===== src/rtl/csr_access_sequencer.sv =====
// Arbitrates CSR read-modify-write requests from several requesters onto a
// single-read / single-write CSR data port as a fixed READ -> WRITE -> RESP sequence.
module csr_access_sequencer #(
    parameter int unsigned NUM_REQS   = 2,
    parameter int unsigned ADDR_BITS  = 12,
    parameter int unsigned WID_BITS   = 2,
    parameter int unsigned DATA_WIDTH = 32
) (
    input  logic                             clk,
    input  logic                             reset,
    input  logic [NUM_REQS-1:0]              req_valid,
    output logic [NUM_REQS-1:0]              req_ready,
    input  logic [2*NUM_REQS-1:0]            req_op,
    input  logic [ADDR_BITS*NUM_REQS-1:0]    req_addr,
    input  logic [WID_BITS*NUM_REQS-1:0]     req_wid,
    input  logic [DATA_WIDTH*NUM_REQS-1:0]   req_data,
    output logic [NUM_REQS-1:0]              rsp_valid,
    input  logic [NUM_REQS-1:0]              rsp_ready,
    output logic [DATA_WIDTH-1:0]            rsp_data,
    output logic                             read_enable,
    output logic [ADDR_BITS-1:0]             read_addr,
    output logic [WID_BITS-1:0]              read_wid,
    input  logic [DATA_WIDTH-1:0]            read_data,
    output logic                             write_enable,
    output logic [ADDR_BITS-1:0]             write_addr,
    output logic [WID_BITS-1:0]              write_wid,
    output logic [DATA_WIDTH-1:0]            write_data,
    output logic                             idle
);

    localparam int unsigned PTR_W = (NUM_REQS > 1) ? $clog2(NUM_REQS) : 1;

    localparam logic [1:0] OP_RW = 2'b00;
    localparam logic [1:0] OP_RS = 2'b01;
    localparam logic [1:0] OP_RC = 2'b10;

    typedef enum logic [1:0] {
        ST_IDLE  = 2'd0,
        ST_READ  = 2'd1,
        ST_WRITE = 2'd2,
        ST_RESP  = 2'd3
    } state_e;

    typedef struct packed {
        logic [1:0]            op;
        logic [ADDR_BITS-1:0]  addr;
        logic [WID_BITS-1:0]   wid;
        logic [DATA_WIDTH-1:0] data;
    } req_t;

    state_e                 state_q, state_d;
    logic [PTR_W-1:0]       ptr_q, ptr_d;
    logic [PTR_W-1:0]       owner_q, owner_d;
    req_t                   req_q, req_d;
    logic [DATA_WIDTH-1:0]  old_q, old_d;

    logic                   grant_found;
    logic [PTR_W-1:0]       grant_idx;
    req_t                   sel_req;

    // Round-robin pick: lowest valid index at or above ptr, else lowest valid overall.
    always_comb begin
        grant_found = 1'b0;
        grant_idx   = '0;
        for (int i = 0; i < int'(NUM_REQS); i++) begin
            if (!grant_found && req_valid[i] && (PTR_W'(i) >= ptr_q)) begin
                grant_found = 1'b1;
                grant_idx   = PTR_W'(i);
            end
        end
        for (int i = 0; i < int'(NUM_REQS); i++) begin
            if (!grant_found && req_valid[i]) begin
                grant_found = 1'b1;
                grant_idx   = PTR_W'(i);
            end
        end
    end

    // Payload of the granted requester.
    always_comb begin
        sel_req = '0;
        for (int i = 0; i < int'(NUM_REQS); i++) begin
            if (PTR_W'(i) == grant_idx) begin
                sel_req.op   = req_op[2*i +: 2];
                sel_req.addr = req_addr[ADDR_BITS*i +: ADDR_BITS];
                sel_req.wid  = req_wid[WID_BITS*i +: WID_BITS];
                sel_req.data = req_data[DATA_WIDTH*i +: DATA_WIDTH];
            end
        end
    end

    always_ff @(posedge clk) begin
        if (reset) begin
            state_q <= ST_IDLE;
            ptr_q   <= '0;
            owner_q <= '0;
            req_q   <= '0;
            old_q   <= '0;
        end else begin
            state_q <= state_d;
            ptr_q   <= ptr_d;
            owner_q <= owner_d;
            req_q   <= req_d;
            old_q   <= old_d;
        end
    end

    always_comb begin
        state_d      = state_q;
        ptr_d        = ptr_q;
        owner_d      = owner_q;
        req_d        = req_q;
        old_d        = old_q;
        req_ready    = '0;
        rsp_valid    = '0;
        rsp_data     = old_q;
        read_enable  = 1'b0;
        read_addr    = req_q.addr;
        read_wid     = req_q.wid;
        write_enable = 1'b0;
        write_addr   = req_q.addr;
        write_wid    = req_q.wid;
        write_data   = req_q.data;
        idle         = (state_q == ST_IDLE);

        case (state_q)
            ST_IDLE: begin
                if (grant_found && !reset) begin
                    req_ready[grant_idx] = 1'b1;
                    owner_d = grant_idx;
                    req_d   = sel_req;
                    ptr_d   = (grant_idx == PTR_W'(NUM_REQS - 1)) ? '0 : grant_idx + PTR_W'(1);
                    state_d = ST_READ;
                end
            end
            ST_READ: begin
                read_enable = 1'b1;
                old_d       = read_data;
                state_d     = ST_WRITE;
            end
            ST_WRITE: begin
                // Set/clear with an all-zero mask leaves the CSR untouched.
                case (req_q.op)
                    OP_RW: begin
                        write_data   = req_q.data;
                        write_enable = 1'b1;
                    end
                    OP_RS: begin
                        write_data   = old_q | req_q.data;
                        write_enable = |req_q.data;
                    end
                    OP_RC: begin
                        write_data   = old_q & ~req_q.data;
                        write_enable = |req_q.data;
                    end
                    default: begin
                        write_data   = '0;
                        write_enable = 1'b0;
                    end
                endcase
                state_d = ST_RESP;
            end
            ST_RESP: begin
                rsp_valid[owner_q] = 1'b1;
                if (rsp_ready[owner_q]) begin
                    state_d = ST_IDLE;
                end
            end
            default: begin
                state_d = ST_IDLE;
            end
        endcase
    end

endmodule

===== config.mk =====
export PLATFORM = sky130hd
export DESIGN_NAME = csr_access_sequencer
export DESIGN_NICKNAME = d
export VERILOG_FILES = /design/src/rtl/csr_access_sequencer.sv
export SDC_FILE = /design/constraint.sdc
export NUM_CORES = 1
export LEC_CHECK = 0
export BUFFER_PORTS_ARGS = -buffer_cell sky130_fd_sc_hd__buf_2
export CORE_MARGIN = 2
export CORE_UTILIZATION = 45
export CTS_BUF_LIST = sky130_fd_sc_hd__clkbuf_8 sky130_fd_sc_hd__clkbuf_16
export DETAILED_ROUTE_END_ITERATION = 8
export PLACE_DENSITY = 0.88
export RECOVER_POWER = 50
export REMOVE_ABC_BUFFERS = 1
export SKIP_CTS_REPAIR_TIMING = 1
export SYNTH_ARGS = -nofsm -noshare
export SYNTH_HDL_FRONTEND = slang
export SYNTH_SLANG_ARGS = --single-unit

===== constraint.sdc =====
create_clock -name clk -period 2 [get_ports clk]
set_input_delay 0.2 -clock clk [delete_from_list [all_inputs] [get_ports clk]]
set_output_delay 0.2 -clock clk [all_outputs]
set_load 0.03 [all_outputs]

==> metrics.txt, run 1 <==
CTS tree done; Slowest-stage cell, CP dfxtp_4; Die Y 104 um; most common cell after layout, fill and taps aside buf_2; share of layout cells above drive strength 1 37.4%; post-route setup slack -0.00351 ns; Max Slew Vio Count 0; number of remaining DRC errors 0; Final Cycle Share 100%; count of final setup violators 1; status finished with violations; Startpoint Class register; RSZ-0062 raised after global routing yes; dpl hpwl just under 10000 um; vias per cell 5.36; most frequent cells in the layout 139 x buf_2, 86 x nor2_1, 81 x mux2i_1; total CTS buffers 9; failing checks setup timing; Net Switching 3.78 mW; Pre-antenna DRT Iters 4; Total Power 8.12 mW; Layout Nets 847; synth warn 0; first-pass GRT wire length 21300 um; Synth Area per Inst 8.82 um2; gpl congestion 0.811; htree depth 3; max incr delay on CP 0.36 ns; total die area ~0.011 mm2; switching share of power 46.6%; CP endpoint kind primary output; clk_lat worst skew between 0.3 and 0.4 ns; Pleak 3.01 nW; I/O pin count 233; P_int 4.33 mW; Arr. time, crit path around 1.8 ns; Cell Area, Synth 0.00448 mm2; ANT cells 0; cell repeated most along the worst path a21oi_1; Routed Wire Length 14100 um; Root Driver clkbuf_8; total track usage between 20 and 25%; Crit Path Max Fanout 11; die width 104 um; per-cell routed wire length approximately 17 um; Worst Tran Pin Value 0.912 ns; post-route cell area between 0.006 and 0.007 mm2; MaxCap Viol Count 0; antenna-violating nets left 0; minimum clock period 2.00 ns; number of port buffers 232; Placed Area 0.00558 mm2; Fmax 0.499 GHz; routed vias 4511; vias in the first global route 4440; Std-Cell Rows 36; type of the tightest min-delay check in2reg; initial antenna violation count 0; largest net degree at the start of global routing 85; Cells after Synth slightly above 500; Sink Count 84; Layout Skew between 0.007 and 0.008 ns; DRT iter0 DRCs about 250; grt total ovfl 0; core area ~0.01 mm2; worst endpoint required time 1.80 ns; Clock transition at path regs approximately 0.08 ns; clock power share roughly 15%; peak supply drop 0.714 mV; pwr dens 1320 mW/mm2; FF+latch count, synth 84; fin util 63.1%; combinational power share 53.1%; type of the worst setup path reg2out; crit-path cells buf_6 -> ha_4 -> o21a_4 -> buf_12 -> a21oi_1 -> a21oi_1 -> buf_4; Fin. Hold Viols 0; sequential area share after synthesis 37.5%; Max-slew headroom between 30 and 40%; Area Overhead vs Synth 37.1%; register share of total power a little under a third; clock buffer depth 2; initial cell density of the core roughly 46%; number of library cell types mapped by synthesis 29
## Yosys cell counts
cell type / instances / share of area [%]
nor2_4: 1 / 0.25
o21a_1: 1 / 0.17
nor4_1: 8 / 1.1
a21oi_1: 65 / 7.3
nor3b_1: 1 / 0.17
a211oi_1: 49 / 8.2
nor2b_1: 1 / 0.14
o21bai_2: 1 / 0.25
buf_2: 13 / 1.5
and2_1: 2 / 0.28
buf_4: 28 / 4.7
or3_1: 1 / 0.14
o21ai_0: 1 / 0.11
o21ai_4: 1 / 0.36
a21o_1: 32 / 5.4
mux2i_1: 81 / 18
dfxtp_1: 84 / 38
buf_1: 6 / 0.50
nand4_1: 2 / 0.28
inv_2: 1 / 0.084
inv_1: 6 / 0.50
clkbuf_1: 18 / 1.5
ha_1: 8 / 2.2
nor3_1: 3 / 0.33
nand2b_1: 1 / 0.14
nor4b_1: 1 / 0.20
buf_6: 5 / 1.3
and3b_1: 1 / 0.20
nor2_1: 86 / 7.2
## cell families after synthesis
logic type               share of synthesized area (%)
multiplexers                                      18.1
flip-flops                                        37.5
buffers and inverters                             9.99
AND/OR/NAND/NOR                                   10.4
AO/OA/AOI/OAI                                     21.7
adder cells (fa/ha/maj)                           2.23
## power groups by stage
stage               clock network [mW]  registers, mW  logic (mW)
floorplan                            0           2.99        2.16
global placement                     0           2.48        3.87
detailed placement                   0           2.52        3.97
CTS                               1.23           2.48        3.98
global route                      1.31           2.64        4.61
finish                            1.22           2.59        4.31
## through the flow
step / TNS [ns] / worst slack, ns / instances / hold WS [ns]
final: -0.00351 / -0.00351 / 842 / 0.0846
after global routing: -1.06 / -0.0897 / 842 / 0.0713
after CTS: -3.05 / -0.132 / 836 / 0.0739
after detailed placement: 0 / 0.210 / 821 / 0.442
after global placement: 0 / 0.292 / 821 / 0.434
after floorplan: -47.21 / -0.661 / 438 / 0.269
## state kept, by name (all words and copies together), names as in the netlist
name and count:
read_addr 12, owner_q 1, req_q 34, rsp_data 32, ptr_q 1, state_q 2, read_wid 2
## area by class of cell
cell class | count | area, um2
clock buffers | 10 | 138
clock inverters | 5 | 53.8
fillers | 852 | 3590
inverters | 7 | 26.3
multi-input cells | 348 | 2590
flip-flops and latches | 84 | 1690
well taps | 133 | 166
repair buffers | 255 | 1480
## metal layers
metal	global-route usage, %	up-vias	share of wire, %
li1	-	2182	-
met1	27.1	2107	39
met2	45.6	207	54
met3	5.03	15	6.2
met4	7.82	0	1.3
met5	0	-	0
## critical path: cells and delay by family (launching register included)
family	cells	cell delay (ns)
DFF	1	0.36
buffers and inverters	3	0.46
adders and majority gates	1	0.16
AOI/OAI and AO/OA	3	0.47
## path summary, 6_finish.rpt
path / from / endpoint / slack, ns / cells after the start
setup / recovery: req_q[46] / write_data[18] / -0.004 / 7
setup reg to reg: state_q[0] / req_q[46] / 0.33 / 7
hold / removal: read_data[22] / rsp_data[22] / 0.08 / 3
hold reg to reg: read_addr[11] / read_addr[11] / 0.52 / 2
Power figures use the tool's default switching activity.
==> run 2: changes to the inputs <==
--- a/config.mk
+++ b/config.mk
@@ -7,13 +7,14 @@
 export LEC_CHECK = 0
 export BUFFER_PORTS_ARGS = -buffer_cell sky130_fd_sc_hd__buf_2
 export CORE_MARGIN = 2
-export CORE_UTILIZATION = 45
+export CORE_UTILIZATION = 46
 export CTS_BUF_LIST = sky130_fd_sc_hd__clkbuf_8 sky130_fd_sc_hd__clkbuf_16
 export DETAILED_ROUTE_END_ITERATION = 8
-export PLACE_DENSITY = 0.88
+export PLACE_DENSITY = 0.89
 export RECOVER_POWER = 50
 export REMOVE_ABC_BUFFERS = 1
 export SKIP_CTS_REPAIR_TIMING = 1
 export SYNTH_ARGS = -nofsm -noshare
 export SYNTH_HDL_FRONTEND = slang
 export SYNTH_SLANG_ARGS = --single-unit
+export TNS_END_PERCENT = 10
==> run 2 against run 1 <==
The run now ends clean. Largest power group unchanged. Sequential share of layout area grew 0.62 points. Die area shrank 2.1%. Setup slack gained 0.0063 ns. Fmax grew 0.32%. Clock skew grew 0.0025 ns. Cell area shrank 2.1%. Sequential power shrank 2%. Combinational power shrank 2%. Non-clock buffer count shrank 2. Via count grew 0.75%. First-iteration DRC count shrank 18%.
==> metrics.txt, run 2 (same netlist as run 1, synthesis figures left out) <==
per-cell routed wire length 15.9 um; R2R Setup Slk 0.18 ns; vias in the first global route 4032; clk_lat worst skew 0.35 ns; most common cell after layout, fill and taps aside buf_2; core area ~0.0096 mm2; htree depth 3; initial cell density of the core between 40% and 50%; vias per cell 5.42; pwr dens 1310 mW/mm2; flip-flop count of the largest register after layout 34; Pleak approximately 3 nW; Sink Count 84; Std-Cell Rows 36; worst endpoint required time approximately 1.8 ns; CP top delay family compound AO/OA/AOI/OAI gates; I/O pin count ~230; initial antenna violation count 0; cell repeated most along the worst path a21oi_1; Max Slew Vio Count 0; DRT iter0 DRCs 202; Biggest register req_q; share of layout cells above drive strength 1 35.5%; RR Startpoint state_q[1]; fin util 62.7%; Slowest-stage cell, CP dfxtp_2; Worst Tran Pin Value 0.872 ns; worst reg2reg endpoint req_q[26]; total CTS buffers 9; Die Y 103 um; status finished clean; count of final setup violators 0; minimum clock period 2.00 ns; Layout Skew 0.0105 ns; worst path buffer plus inverter count 3; ANT cells 0; Pre-antenna DRT Iters 5; number of remaining DRC errors 0; Final Cycle Share 99.9%; largest net degree at the start of global routing 85; peak supply drop 0.653 mV; max incr delay on CP 0.36 ns; die width 103 um; type of the tightest min-delay check in2reg; Clock transition at path regs about 0.080 ns; dpl hpwl approximately 9300 um; hold path start read_data[21]; total track usage 22.7%; crit path to write_data[26]; Storage cell area about 0.0017 mm2; Max-slew headroom 41.9%; Routed Wire Length 13300 um; Startpoint Class register; Fin Hold WS approximately 0.087 ns; Total Power 7.89 mW; setup TNS 0 ns; clock buffer depth 2; grt total ovfl 0; Fin. Hold Viols 0; antenna-violating nets left 0; CP endpoint kind primary output; MaxCap Viol Count 0; crit-path cells inv_2 -> ha_2 -> o21a_4 -> clkbuf_16 -> a21oi_1 -> a21oi_1 -> buf_2; first-pass GRT wire length between 15000 and 20000 um; RSZ-0062 raised after global routing yes; Setup crit start req_q[47]; Crit Path Max Fanout 10; Fmax 0.501 GHz; multi-input logic area 0.00252 mm2; CTS tree done; Arr. time, crit path 1.80 ns; hold depth 3; Root Driver clkbuf_8; Layout Nets 844; R2R depth 8; total die area 0.0105 mm2; type of the worst setup path reg2out; Setup WS pre-CTS 0.249 ns; Critical Path Stages 7; post-route setup slack 0.00280 ns; number of port buffers 232; Area Overhead vs Synth 34.1%; gpl congestion 0.806; # fillers approximately 800; most frequent cells in the layout 149 x buf_2, 85 x nor2_1, 81 x mux2i_1; routed vias 4545
==> run 2: cell types whose count changed in the layout (fill, tap and decap cells not counted), moves of 6 or more <==
cell | previous run | this run
a21oi_1 | 28 | 44
a21oi_2 | 33 | 20
buf_2 | 139 | 149
buf_6 | 10 | 0
buf_4 | 36 | 30
==> run 2: worst min path at each step <==
stage                         endpoint  slack [ns]
after floorplan                owner_q        0.27
after global placement     rsp_data[7]        0.44
after detailed placement  rsp_data[21]        0.44
after CTS                 rsp_data[21]        0.07
after global routing       rsp_data[7]        0.08
final                     rsp_data[21]        0.09
==> run 2: power breakdown <==
part | switching (mW) | internal (mW) | leakage [nW]
combinational | 2.65 | 1.56 | 2.21
clock | 0.576 | 0.551 | 0.0973
sequential | 0.445 | 2.11 | 0.693
total | 3.67 | 4.22 | 3.00
==> run 2: tightest hold or removal path, stage by stage <==
cell and delay, ns:
buf_2 0.07, mux2i_1 0.05, nor2_1 0.07
==> run 2: cell type report <==
cell class,count,area share [%]
timing repair buffer,253,23.9
inverter,7,0.437
clock inverter,5,0.791
tap,133,2.77
multi-input combinational,347,41.9
sequential,84,28.2
clock buffer,9,2.06
==> run 2: metrics by stage <==
| stage | instances | cell area [um2] |
|---|---|---|
| global placement | 818 | 5560 |
| finish | 838 | 6010 |
| floorplan | 438 | 4060 |
| CTS | 832 | 5730 |
| detailed placement | 818 | 5560 |
| global route | 838 | 6010 |
==> run 2: per-layer routing <==
layer | share of wire [%] | GRT usage, % | vias up
li1 | - | - | 2178
met1 | 40 | 27.4 | 2111
met2 | 50 | 39.3 | 222
met3 | 6.7 | 3.93 | 34
met4 | 2.6 | 10.8 | 0
met5 | 0 | 0 | -
